[src/rtl/vote_capture.sv]
// vote_capture: synchronizes and debounces four candidate buttons and turns each clean,
// single-button press into a one-cycle vote pulse. Simultaneous presses are rejected.
module vote_capture #(
    parameter int DEBOUNCE_CYCLES = 10
) (
    input  logic clock,
    input  logic reset,
    input  logic mode,
    input  logic cand1_button,
    input  logic cand2_button,
    input  logic cand3_button,
    input  logic cand4_button,
    output logic cand1_vote_valid,
    output logic cand2_vote_valid,
    output logic cand3_vote_valid,
    output logic cand4_vote_valid,
    output logic invalid_press,
    output logic busy
);
    localparam int CW = $clog2(DEBOUNCE_CYCLES + 1);

    typedef enum logic {IDLE, WAIT_RELEASE} state_t;

    logic [3:0]         btn, sync1_q, sync2_q, deb_q, deb_d, prev_q, vote_q, vote_d, rise;
    logic [3:0][CW-1:0] cnt_q, cnt_d;
    logic               invalid_q, invalid_d;
    state_t             state_q, state_d;

    assign btn = {cand4_button, cand3_button, cand2_button, cand1_button};

    always_comb begin
        deb_d = deb_q;
        cnt_d = '0;
        for (int i = 0; i < 4; i++) begin
            if (sync2_q[i] != deb_q[i]) begin
                if (cnt_q[i] == CW'(DEBOUNCE_CYCLES)) deb_d[i] = ~deb_q[i];
                else cnt_d[i] = cnt_q[i] + 1'b1;
            end
        end
    end

    // Votes trigger on a debounced rising edge, so a level held across a mode change never votes.
    assign rise = deb_q & ~prev_q;

    always_comb begin
        state_d   = state_q;
        vote_d    = '0;
        invalid_d = 1'b0;
        if (state_q == IDLE) begin
            if (!mode && |rise) begin
                state_d   = WAIT_RELEASE;
                invalid_d = $countones(deb_q) > 1;
                vote_d    = ($countones(deb_q) > 1) ? 4'b0000 : deb_q;
            end
        end else if (deb_q == 4'b0000) begin
            state_d = IDLE;
        end
    end

    always_ff @(posedge clock or negedge reset) begin
        if (!reset) begin
            sync1_q   <= '0;
            sync2_q   <= '0;
            deb_q     <= '0;
            prev_q    <= '0;
            cnt_q     <= '0;
            vote_q    <= '0;
            invalid_q <= 1'b0;
            state_q   <= IDLE;
        end else begin
            sync1_q   <= btn;
            sync2_q   <= sync1_q;
            deb_q     <= deb_d;
            prev_q    <= deb_q;
            cnt_q     <= cnt_d;
            vote_q    <= vote_d;
            invalid_q <= invalid_d;
            state_q   <= state_d;
        end
    end

    assign {cand4_vote_valid, cand3_vote_valid, cand2_vote_valid, cand1_vote_valid} = vote_q;
    assign invalid_press = invalid_q;
    assign busy          = state_q != IDLE;
endmodule

[config.mk]
export PLATFORM = sky130hd
export DESIGN_NAME = vote_capture
export DESIGN_NICKNAME = d
export VERILOG_FILES = /design/src/rtl/vote_capture.sv
export SDC_FILE = /design/constraint.sdc
export NUM_CORES = 1
export LEC_CHECK = 0
export CAP_MARGIN = 30
export CORE_MARGIN = 3
export CORE_UTILIZATION = 40
export DETAILED_ROUTE_END_ITERATION = 8
export MAX_ROUTING_LAYER = met4
export PLACE_DENSITY = 0.55
export SKIP_CTS_REPAIR_TIMING = 1
export SLEW_MARGIN = 5
export SYNTH_ARGS = -nofsm -noshare
export SYNTH_HDL_FRONTEND = slang
export SYNTH_SLANG_ARGS = --single-unit
[constraint.sdc]
create_clock -name clock -period 3.86 [get_ports clock]
set_clock_uncertainty 0.1 [all_clocks]
set_input_delay 0.965 -clock clock [delete_from_list [all_inputs] [get_ports clock]]
set_output_delay 0.965 -clock clock [all_outputs]
set_load 0.1 [all_outputs]
# ---- Word level (Yosys, flattened, before mapping)
# Index checks and enable logic that the tools add are counted.
# Widths: inputs -> output; s select.
dict set report word_totals {
  reg_bits 38
  in_bits 7
  output_inout_bits 6
}
dict set report classes {
  n_addsub 7
  order_cmp 1
  n_eq_ne 8
  n_mux 16
  n_bitwise 6
  n_reduce_logical 8
}
# cell n
set op_table {}
lappend op_table {{$mux 4} 11}
lappend op_table {{$add 4x1->4 const B} 4}
lappend op_table {{$eq 4x4->1 const B} 4}
lappend op_table {{$reduce_and 2->1} 4}
lappend op_table {{$mux 1} 5}
lappend op_table {{$add 1x1->2} 2}
lappend op_table {{$and 4x4->4} 1}
lappend op_table {{$logic_not 4->1} 1}
lappend op_table {{$ne 1x1->1} 4}
lappend op_table {{$not 1->1} 4}
lappend op_table {{$not 4->4} 1}
lappend op_table {{$reduce_or 4->1} 1}
lappend op_table {{$add 2x2->3} 1}
lappend op_table {{$gt 3x1->1 const B} 1}
lappend op_table {{$logic_and 1x1->1} 1}
lappend op_table {{$logic_not 1->1} 1}

# ---- Longest topological paths before layout
# Gate-level depths: netlist of run 1.
dict set report depth {
  word_depth 6
  ltp_mapped 5
  mapped_depth_nobuf 5
}

# ---- Worst setup path after synthesis of run 1
# OpenSTA, ideal clock, no wires.
dict set report synth_path {
  path_type {register to output}
  startpoint {register state_q (netlist: busy)}
  endpoint {output port busy}
  arrival_ns 0.912
  required_ns 2.795
  path_slack_ns 1.883
  stages_incl_launch_ff 1
  n_path_buf 0
  cell_sequence {dfrtp_1}
}
# element line_no
set synth_lines {}
lappend synth_lines {{start: declaration} 27} ;# state_t state_q, state_d;
lappend synth_lines {{start signal: assignment} 78} ;# state_q <= state_d;
lappend synth_lines {{end: declaration} 18} ;# output logic busy
# No word-level cell between the ends.

# ---- Final worst setup path of run 1
dict set report layout_path {
  startpoint {register state_q (netlist: busy)}
  endpoint {output port busy}
}
# No word-level cell between the ends.

==> out/results.ini, run 1 <==
[yosys]
synthArstFlopShare_pct=100
yosys_warnings=0
synth.most_common_cell=dfrtp_1
avgSynthCellArea_um2=13.1
synth_enable_flop_cells=0
ys.flop_type=dfrtp_1
yosys-top-cells-area=dfrtp_1, ha_1, xor2_1
synth_nets=132
synth.top_cell.area_share_pct=63.1
syn_area_mm2=0.00151
synth_cells=115
ys_types=17
synth_top_cells_by_count=dfrtp_1, nor2_1, ha_1, inv_1, xor2_1
synth-seq-area-share_pct=63.1
yosys_register_bits=38
yosysTopAreaCell=dfrtp_1

[critical_path]
startpoint_type=register
worstPathCellList=clkdlybuf4s50_1
r2r_cells=4
r2r_setup_slack_ns=2.24
cp_top_family=buffers and inverters
endpoint_kind=output port
slowest_stage=clkdlybuf4s50_1
cp.depth=1
critical_path_class=register to output port
crit_buf_inv=1
cp.required_ns=2.79
worstReg2RegStart=deb_q[0]
cpPeakStageDelay_ns=1.14
arrival_ns=1.80
timing.rr.end=invalid_press
worstPathMaxFanout=3

[sta]
hold_violations=0
worst_slack_ns=0.996
holdWs_ns=0.249
rsz0062_at_grt=false
fmax_mhz=349
setup_viol_count_final=0
finalCritPeriodShare_pct=74.2
slew-limit-headroom_pct=35.5
tightestPinTransition_ns=0.965
finalMaxSlewViolations=0
fin_crit_ns=2.86
fin_setup_tns_ns=0

[route]
routed_wl_um=1980
drtAntennaViolNets=0
drt-vias-per-instance=4.53
drc=0
drt-initial-drc-count=18
dr_total_vias=820
wl_per_cell_um=11.0
drt_pass1_iterations=2

[placed_design]
io_buffers=12
dpl_worst_slack_ns=1.28
dpl_cell_area_mm2=0.00168
dp_cells=173
place_congestion=0.811
dpl.hpwl_um=1410

[power]
max-vdd-ir-drop_mv=0.232
p_leak_nw=0.860
power_density_mw_per_mm2=443
power.total_mw=0.785

[hold_path]
whs_path_depth=0
hold_class=register to register
min_from=sync1_q[2]
hold_end=sync2_q[2]

[clock_network]
cts_tree=built
cts_max_level=2
clockBufferDepth=2
cts-root-buf=clkbuf_8
clkLatencyLatePin_ns=0.28
clock-sinks=38
cts_buffers=5
clk_pin_slew_ns=0.07

[final_layout]
drive_above_1_share_pct=11.1
fillerInstances=319
diodes=0
syn2layout_area_growth_pct=17.5
fin_area_mm2=0.00177
final_util_pct=51.0
instances_no_fill=181
finalNetCount=151

[floorplanning]
die-area_mm2=0.00454
io-pin-count=13
die_y_um=67.4
coreArea_mm2=0.00347
rows=21
start_util_pct=43.4
fp.dieW_um=67.4

[global_routing]
grt_pass1_vias=802
overflow=0
use_met2_pct=16.4
grt.total_usage_pct=11.9
busiest_layer=met2
met1_usage_pct=13.2
grt_antenna_before_repair=0
grtUsageMet3_pct=5.49
grt_max_degree=39
grt_pass1_wl_um=3570

[job]
maxCapViolations=0

[status]
status=finished clean

-- placed cells by master, fill, tap and decap left out --
master	Yosys	final
clkbuf_8	0	6
nor3_1	4	4
o41ai_4	1	1
inv_1	9	9
nand2_1	5	5
xnor2_1	4	4
clkdlybuf4s50_1	0	11
nor2_1	17	17
mux2_2	4	4
nand3b_1	4	4
o21ai_1	1	1
clkbuf_1	0	1
o31ai_1	1	1
nand3_1	4	4
nor2b_4	2	2
xor2_1	8	8
buf_2	0	1
fa_1	1	1
ha_1	9	9
clkinv_2	0	1
dfrtp_1	38	38
nor2b_1	3	3
-- cell families (layout without fill, tap and decap cells) --
group / Yosys count / count (layout) / synth area share [%]
AO/OA/AOI/OAI: 3 / 3 / 2.66
XOR/XNOR: 12 / 12 / 6.98
adder cells (fa/ha/maj): 10 / 10 / 8.80
buffers and inverters: 9 / 29 / 2.24
flip-flops: 38 / 38 / 63.1
multiplexers: 4 / 4 / 2.99
AND/OR/NAND/NOR: 39 / 39 / 13.2
-- where the power goes --
| group | total (mW) | internal [mW] | leakage (nW) | switching, mW |
|---|---|---|---|---|
| Combinational | 0.0684 | 0.0305 | 0.310 | 0.0379 |
| Sequential | 0.444 | 0.423 | 0.502 | 0.0209 |
| Clock | 0.272 | 0.144 | 0.0482 | 0.128 |
| Total | 0.785 | 0.598 | 0.860 | 0.187 |
-- final cells by class --
class                   count  area, um2  share of cell area (%)
flip-flops and latches     38        951                    53.7
multi-input cells          68        522                    29.5
repair buffers             12        115                    6.50
clock buffers               7       86.3                    4.88
well taps                  46       57.6                    3.25
inverters                   9       33.8                    1.91
clock inverters             1       5.00                   0.283
-- state kept, by name (all words and copies together) (netlist names) --
signal and flops:
deb_q 4, busy 1, prev_q 4, invalid_press 1, vote_q 4, sync1_q 4
cnt_q 16, sync2_q 4
-- worst max path at each step --
stage               from  endpoint  slack, ns
finish              busy      busy        1.0
global route        busy      busy       0.93
CTS                 busy      busy       0.96
detailed placement  busy      busy       1.28
global placement    busy      busy       1.31
floorplan           busy      busy       1.88
-- routing by layer --
| metal | up-vias | wire (um) | part of all wire, % |
|---|---|---|---|
| li1 | 401 | - | - |
| met2 | 15 | 916 | 46 |
| met1 | 397 | 885 | 45 |
| met3 | 7 | 111 | 5.6 |
| met4 | 0 | 72 | 3.6 |
| met5 | - | 0 | 0 |
(Power assumes the default switching activity.)
==> inputs of run 2 (changes only) <==
==> constraint.sdc (replaced) <==
create_clock -name clock -period 2.86 [get_ports clock]
set_clock_uncertainty 0.1 [all_clocks]
set_input_delay 0.715 -clock clock [delete_from_list [all_inputs] [get_ports clock]]
set_output_delay 0.715 -clock clock [all_outputs]
set_load 0.1 [all_outputs]
==> out/results.ini, run 2 (synthesis gave the netlist of run 1 again) <==
[power]
p_leak_nw=0.872  ; was 0.860 nW
max-vdd-ir-drop_mv=0.335  ; was 0.232 mV
power_density_mw_per_mm2=600  ; was 443 mW/mm2
power.switching_mw=0.246  ; was 0.187 mW
seq_power_share_pct=56.9  ; was 56.6%
power_frac_comb_pct=8.8  ; was 8.7%
p_int_mw=0.806  ; was 0.598 mW
clkPwrFrac_pct=34.3  ; was 34.7%
switching_share_pct=23.4  ; was 23.9%

[global_routing]
overflow=0  ; unchanged
grt_antenna_before_repair=0  ; unchanged
grt_pass1_vias=877  ; was 802
grt_max_degree=39  ; unchanged
grt_pass1_wl_um=3750  ; was 3570 um
grt.total_usage_pct=11.9  ; about the same

[hold_path]
hold_class=register to register  ; unchanged
min_from=sync1_q[3]  ; was sync1_q[2]
whs_path_depth=0  ; unchanged
hold_end=sync2_q[3]  ; was sync2_q[2]

[final_layout]
fin_area_mm2=0.00176  ; was 0.00177 mm2
instances_no_fill=181  ; unchanged
finalNetCount=151  ; unchanged
drive_above_1_share_pct=15.6  ; was 11.1%
mostFrequentLayoutCell=dfrtp_1  ; unchanged
largest_register_ffs=16  ; unchanged
final_cell_mix=dfrtp_1, nor2_1, inv_1, ha_1, xor2_1  ; was dfrtp_1, nor2_1, clkdlybuf4s50_1
diodes=0  ; unchanged
largest-register=cnt_q  ; unchanged
syn2layout_area_growth_pct=16.5  ; was 17.5%

[floorplanning]
die_y_um=67.4  ; unchanged
start_util_pct=43.4  ; unchanged
io-pin-count=13  ; unchanged
rows=21  ; unchanged
fp.dieW_um=67.4  ; unchanged
die-area_mm2=0.00454  ; unchanged
coreArea_mm2=0.00347  ; unchanged

[clock_network]
cts_tree=built  ; unchanged
clockBufferDepth=2  ; unchanged
clock-sinks=38  ; unchanged
cts-root-buf=clkbuf_8  ; unchanged
cts_buffers=5  ; unchanged
clkLatencyLatePin_ns=0.28  ; about the same
cts_max_level=2  ; unchanged
clk_pin_slew_ns=0.07  ; about the same

[placed_design]
dpl_cell_area_mm2=0.00166  ; was 0.00168 mm2
dp_cells=173  ; unchanged
place_congestion=0.792  ; was 0.811
dpl.hpwl_um=1480  ; was 1410 um
io_buffers=12  ; unchanged

[route]
drt-vias-per-instance=4.44  ; was 4.53
drc=0  ; unchanged
drtAntennaViolNets=0  ; unchanged
drt_pass1_iterations=2  ; unchanged
dr_total_vias=803  ; was 820
routed_wl_um=2050  ; was 1980 um
wl_per_cell_um=11.3  ; was 11.0 um
drt-initial-drc-count=16  ; was 18

[critical_path]
cp_top_family=flip-flops  ; was buffers and inverters
startpoint_type=register  ; unchanged
worstPathCellList=buf_4  ; was clkdlybuf4s50_1
slowest_stage=dfrtp_1  ; was clkdlybuf4s50_1
r2r_cells=4  ; unchanged
cpPeakStageDelay_ns=0.38  ; was 1.14 ns
worstReg2RegStart=deb_q[0]  ; unchanged
cp.required_ns=2.05  ; was 2.79 ns
r2r_setup_slack_ns=1.23  ; was 2.24 ns
crit_buf_inv=1  ; unchanged
arrival_ns=0.97  ; was 1.80 ns
timing.rr.end=invalid_press  ; unchanged
cp.depth=1  ; unchanged
worstPathMaxFanout=3  ; unchanged
endpoint_kind=output port  ; unchanged
critical_path_class=register to output port  ; unchanged

[sta]
setup_viol_count_final=0  ; unchanged
tightestPinTransition_ns=0.807  ; was 0.965 ns
fmax_mhz=561
fin_setup_tns_ns=0  ; unchanged
finalMaxSlewViolations=0  ; unchanged
hold_violations=0  ; unchanged
fin_crit_ns=1.78
finalCritPeriodShare_pct=62.3
rsz0062_at_grt=false  ; unchanged
slew-limit-headroom_pct=46.2  ; was 35.5%

[status]
status=finished clean  ; unchanged

[job]
maxCapViolations=0  ; unchanged

run 2: worst reg2reg max path, cell delays in order, from the launching register on:
cell and delay [ns]:
dfrtp_1 0.41, inv_1 0.12, fa_1 0.49, o21ai_1 0.29
nor2b_1 0.17
run 2: cell type report:
cell class              count  area [um2]
fillers                   328        1710
flip-flops and latches     38         951
inverters                   9        33.8
multi-input cells          68         522
clock inverters             1        5.00
well taps                  46        57.6
repair buffers             12         100
clock buffers               7        86.3
run 2: worst max-delay path by stage:
stage,slack (ns),endpoint,from
3_5_place_dp,1.04,vote_q[1],mode
3_3_place_gp,1.07,vote_q[0],mode
2_1_floorplan,1.13,busy,busy
4_1_cts,1.06,busy,busy
5_1_grt,1.01,busy,busy
6_report,1.08,busy,busy
run 2: per-layer routing:
metal | global-route usage [%] | share of wire [%] | vias to the layer above
met3 | 5.16 | 5.7 | 4
met1 | 12.6 | 44 | 383
met2 | 18.7 | 49 | 15
met4 | 6.33 | 0.78 | 0
met5 | - | 0 | -
li1 | - | - | 401
run 2: metrics by stage:
step / setup slack (ns) / power [mW] / hold slack, ns / util (%)
floorplan: 1.13 / 0.668 / 0.231 / -
global placement: 1.07 / 0.699 / 0.235 / 48.0
detailed placement: 1.04 / 0.706 / 0.235 / 48.0
CTS: 1.06 / 1.08 / 0.251 / 50.6
global route: 1.01 / 1.12 / 0.259 / 50.6
finish: 1.08 / 1.05 / 0.248 / 50.6
run 2: power by group through the flow:
stage | clock network (mW) | logic [mW] | registers [mW]
after floorplan | 0 | 0.0569 | 0.611
after global routing | 0.410 | 0.109 | 0.604
after detailed placement | 0 | 0.0953 | 0.610
after global placement | 0 | 0.0921 | 0.607
final | 0.361 | 0.0927 | 0.599
after CTS | 0.384 | 0.0955 | 0.600
==> inputs of run 3 (changes only) <==
==> constraint.sdc (replaced) <==
create_clock -name clock -period 1.7 [get_ports clock]
set_clock_uncertainty 0.1 [all_clocks]
set_input_delay 0.425 -clock clock [delete_from_list [all_inputs] [get_ports clock]]
set_output_delay 0.425 -clock clock [all_outputs]
set_load 0.1 [all_outputs]
==> out/results.ini, run 3 (synthesis gave the netlist of run 1 again) <==
[global_routing]
grt_max_degree=39  ; unchanged
overflow=0  ; unchanged
grt_pass1_wl_um=3810  ; was 3750 um
grt.total_usage_pct=11.9  ; about the same
grt_antenna_before_repair=0  ; unchanged
grt_pass1_vias=890  ; was 877

[power]
power_density_mw_per_mm2=963  ; was 600 mW/mm2
p_int_mw=1.37  ; was 0.806 mW
seq_power_share_pct=56.3  ; was 56.9%
power.switching_mw=0.422  ; was 0.246 mW
power_frac_comb_pct=9.5  ; was 8.8%
max-vdd-ir-drop_mv=0.684  ; was 0.335 mV
p_leak_nw=0.906  ; was 0.872 nW
clkPwrFrac_pct=34.2  ; was 34.3%
switching_share_pct=23.6  ; was 23.4%

[route]
drtAntennaViolNets=0  ; unchanged
dr_total_vias=832  ; was 803
drt-vias-per-instance=4.52  ; was 4.44
routed_wl_um=2070  ; was 2050 um
drc=0  ; unchanged
drt_pass1_iterations=4  ; was 2
wl_per_cell_um=11.2  ; was 11.3 um
drt-initial-drc-count=30  ; was 16

[floorplanning]
die-area_mm2=0.00454  ; unchanged
io-pin-count=13  ; unchanged
fp.dieW_um=67.4  ; unchanged
die_y_um=67.4  ; unchanged
coreArea_mm2=0.00347  ; unchanged
rows=21  ; unchanged
start_util_pct=43.4  ; unchanged

[final_layout]
drive_above_1_share_pct=18.1  ; was 15.6%
finalNetCount=154  ; was 151
seq_area_um2=951  ; unchanged
mostFrequentLayoutCell=dfrtp_1  ; unchanged
multiInputGateArea_um2=526  ; was 522 um2
diodes=0  ; unchanged
syn2layout_area_growth_pct=23.3  ; was 16.5%
largest-register=cnt_q  ; unchanged
largest_register_ffs=16  ; unchanged
fillerInstances=299  ; was 328
final_util_pct=53.5  ; was 50.6%
final_cell_mix=dfrtp_1, nor2_1, inv_1, ha_1, xor2_1  ; unchanged

[clock_network]
cts_buffers=5  ; unchanged
clock-sinks=38  ; unchanged
cts_tree=built  ; unchanged
clk_pin_slew_ns=0.07  ; about the same
cts_max_level=2  ; unchanged
clkLatencyLatePin_ns=0.28  ; about the same
cts-root-buf=clkbuf_8  ; unchanged
clockBufferDepth=2  ; unchanged

[hold_path]
hold_class=input port to async pin  ; was register to register

[sta]
setup_viol_count_final=0  ; unchanged
fin_crit_ns=1.56
hold_violations=0  ; unchanged
rsz0062_at_grt=false  ; unchanged
tightestPinTransition_ns=0.454  ; was 0.807 ns
fin_setup_tns_ns=0  ; unchanged
fmax_mhz=642
finalMaxSlewViolations=0  ; unchanged
worst_slack_ns=0.142  ; was 1.08 ns
slew-limit-headroom_pct=69.7  ; was 46.2%
finalCritPeriodShare_pct=91.6

[critical_path]
arrival_ns=1.67  ; was 0.97 ns
cp.required_ns=1.82  ; was 2.05 ns
cpPeakStageDelay_ns=0.48  ; was 0.38 ns
worstPathMaxFanout=5  ; was 3
endpoint_kind=register  ; was output port
critical_path_class=register to register  ; was register to output port
startpoint_type=register  ; unchanged
worstPathCellList=inv_1 -> fa_1 -> o21ai_2 -> nor2b_1  ; was buf_4
slowest_stage=fa_1  ; was dfrtp_1

[status]
status=finished clean  ; unchanged

[placed_design]
dpl_worst_slack_ns=0.0973  ; was 1.04 ns
dpl.hpwl_um=1500  ; was 1480 um
place_congestion=0.828  ; was 0.792
io_buffers=12  ; unchanged

[job]
maxCapViolations=0  ; unchanged

-- run 3: layout make-up --
| class | instances | share of cell area [%] |
|---|---|---|
| Clock inverter | 1 | 0.270 |
| Timing Repair Buffer | 15 | 10.6 |
| Clock buffer | 7 | 4.65 |
| Multi-Input combinational cell | 68 | 28.3 |
| Tap cell | 46 | 3.10 |
| Inverter | 9 | 1.82 |
| Sequential cell | 38 | 51.2 |
-- run 3: power groups by stage --
stage / Combinational, mW / Clock, mW / Sequential [mW]
6_report: 0.170 / 0.612 / 1.01
2_1_floorplan: 0.0958 / 0 / 1.03
3_5_place_dp: 0.174 / 0 / 1.02
3_3_place_gp: 0.166 / 0 / 1.02
4_1_cts: 0.174 / 0.643 / 1.01
5_1_grt: 0.199 / 0.679 / 1.01
-- run 3: worst max-delay path: cells and delay by family, from the launching register on --
kind	cells	cell delay (ns)
adder cells (fa/ha/maj)	1	0.48
buffers and inverters	1	0.11
flip-flops	1	0.42
AND/OR/NAND/NOR	1	0.15
AO/OA/AOI/OAI	1	0.22
-- run 3: routing by layer --
| layer | vias to the layer above | track usage, % | wire [um] |
|---|---|---|---|
| li1 | 408 | - | - |
| met1 | 403 | 13.4 | 906 |
| met2 | 16 | 18.8 | 1010 |
| met3 | 5 | 3.00 | 91 |
| met4 | 0 | 7.85 | 55 |
| met5 | - | - | 0 |
-- run 3: final timing paths --
kind                             from            end  slack [ns]  cells after the start
min in group clock         sync1_q[1]     sync2_q[1]        0.25                      0
max in group asynchronous       reset       cnt_q[7]        1.10                      2
hold / removal                  reset       cnt_q[0]        0.07                      2
setup / recovery             deb_q[1]  invalid_press        0.14                      4
setup reg to reg             deb_q[1]  invalid_press        0.14                      4
hold reg to reg            sync1_q[1]     sync2_q[1]        0.25                      0
-- run 3: stage by stage --
step                total power, mW  area (um2)  hold WS, ns  instances
floorplan                      1.12        1510       0.0294        115
global placement               1.19        1760        0.233        176
detailed placement             1.20        1760        0.235        176
CTS                            1.82        1850       0.0884        184
global route                   1.89        1860        0.116        184
finish                         1.79        1860       0.0737        184
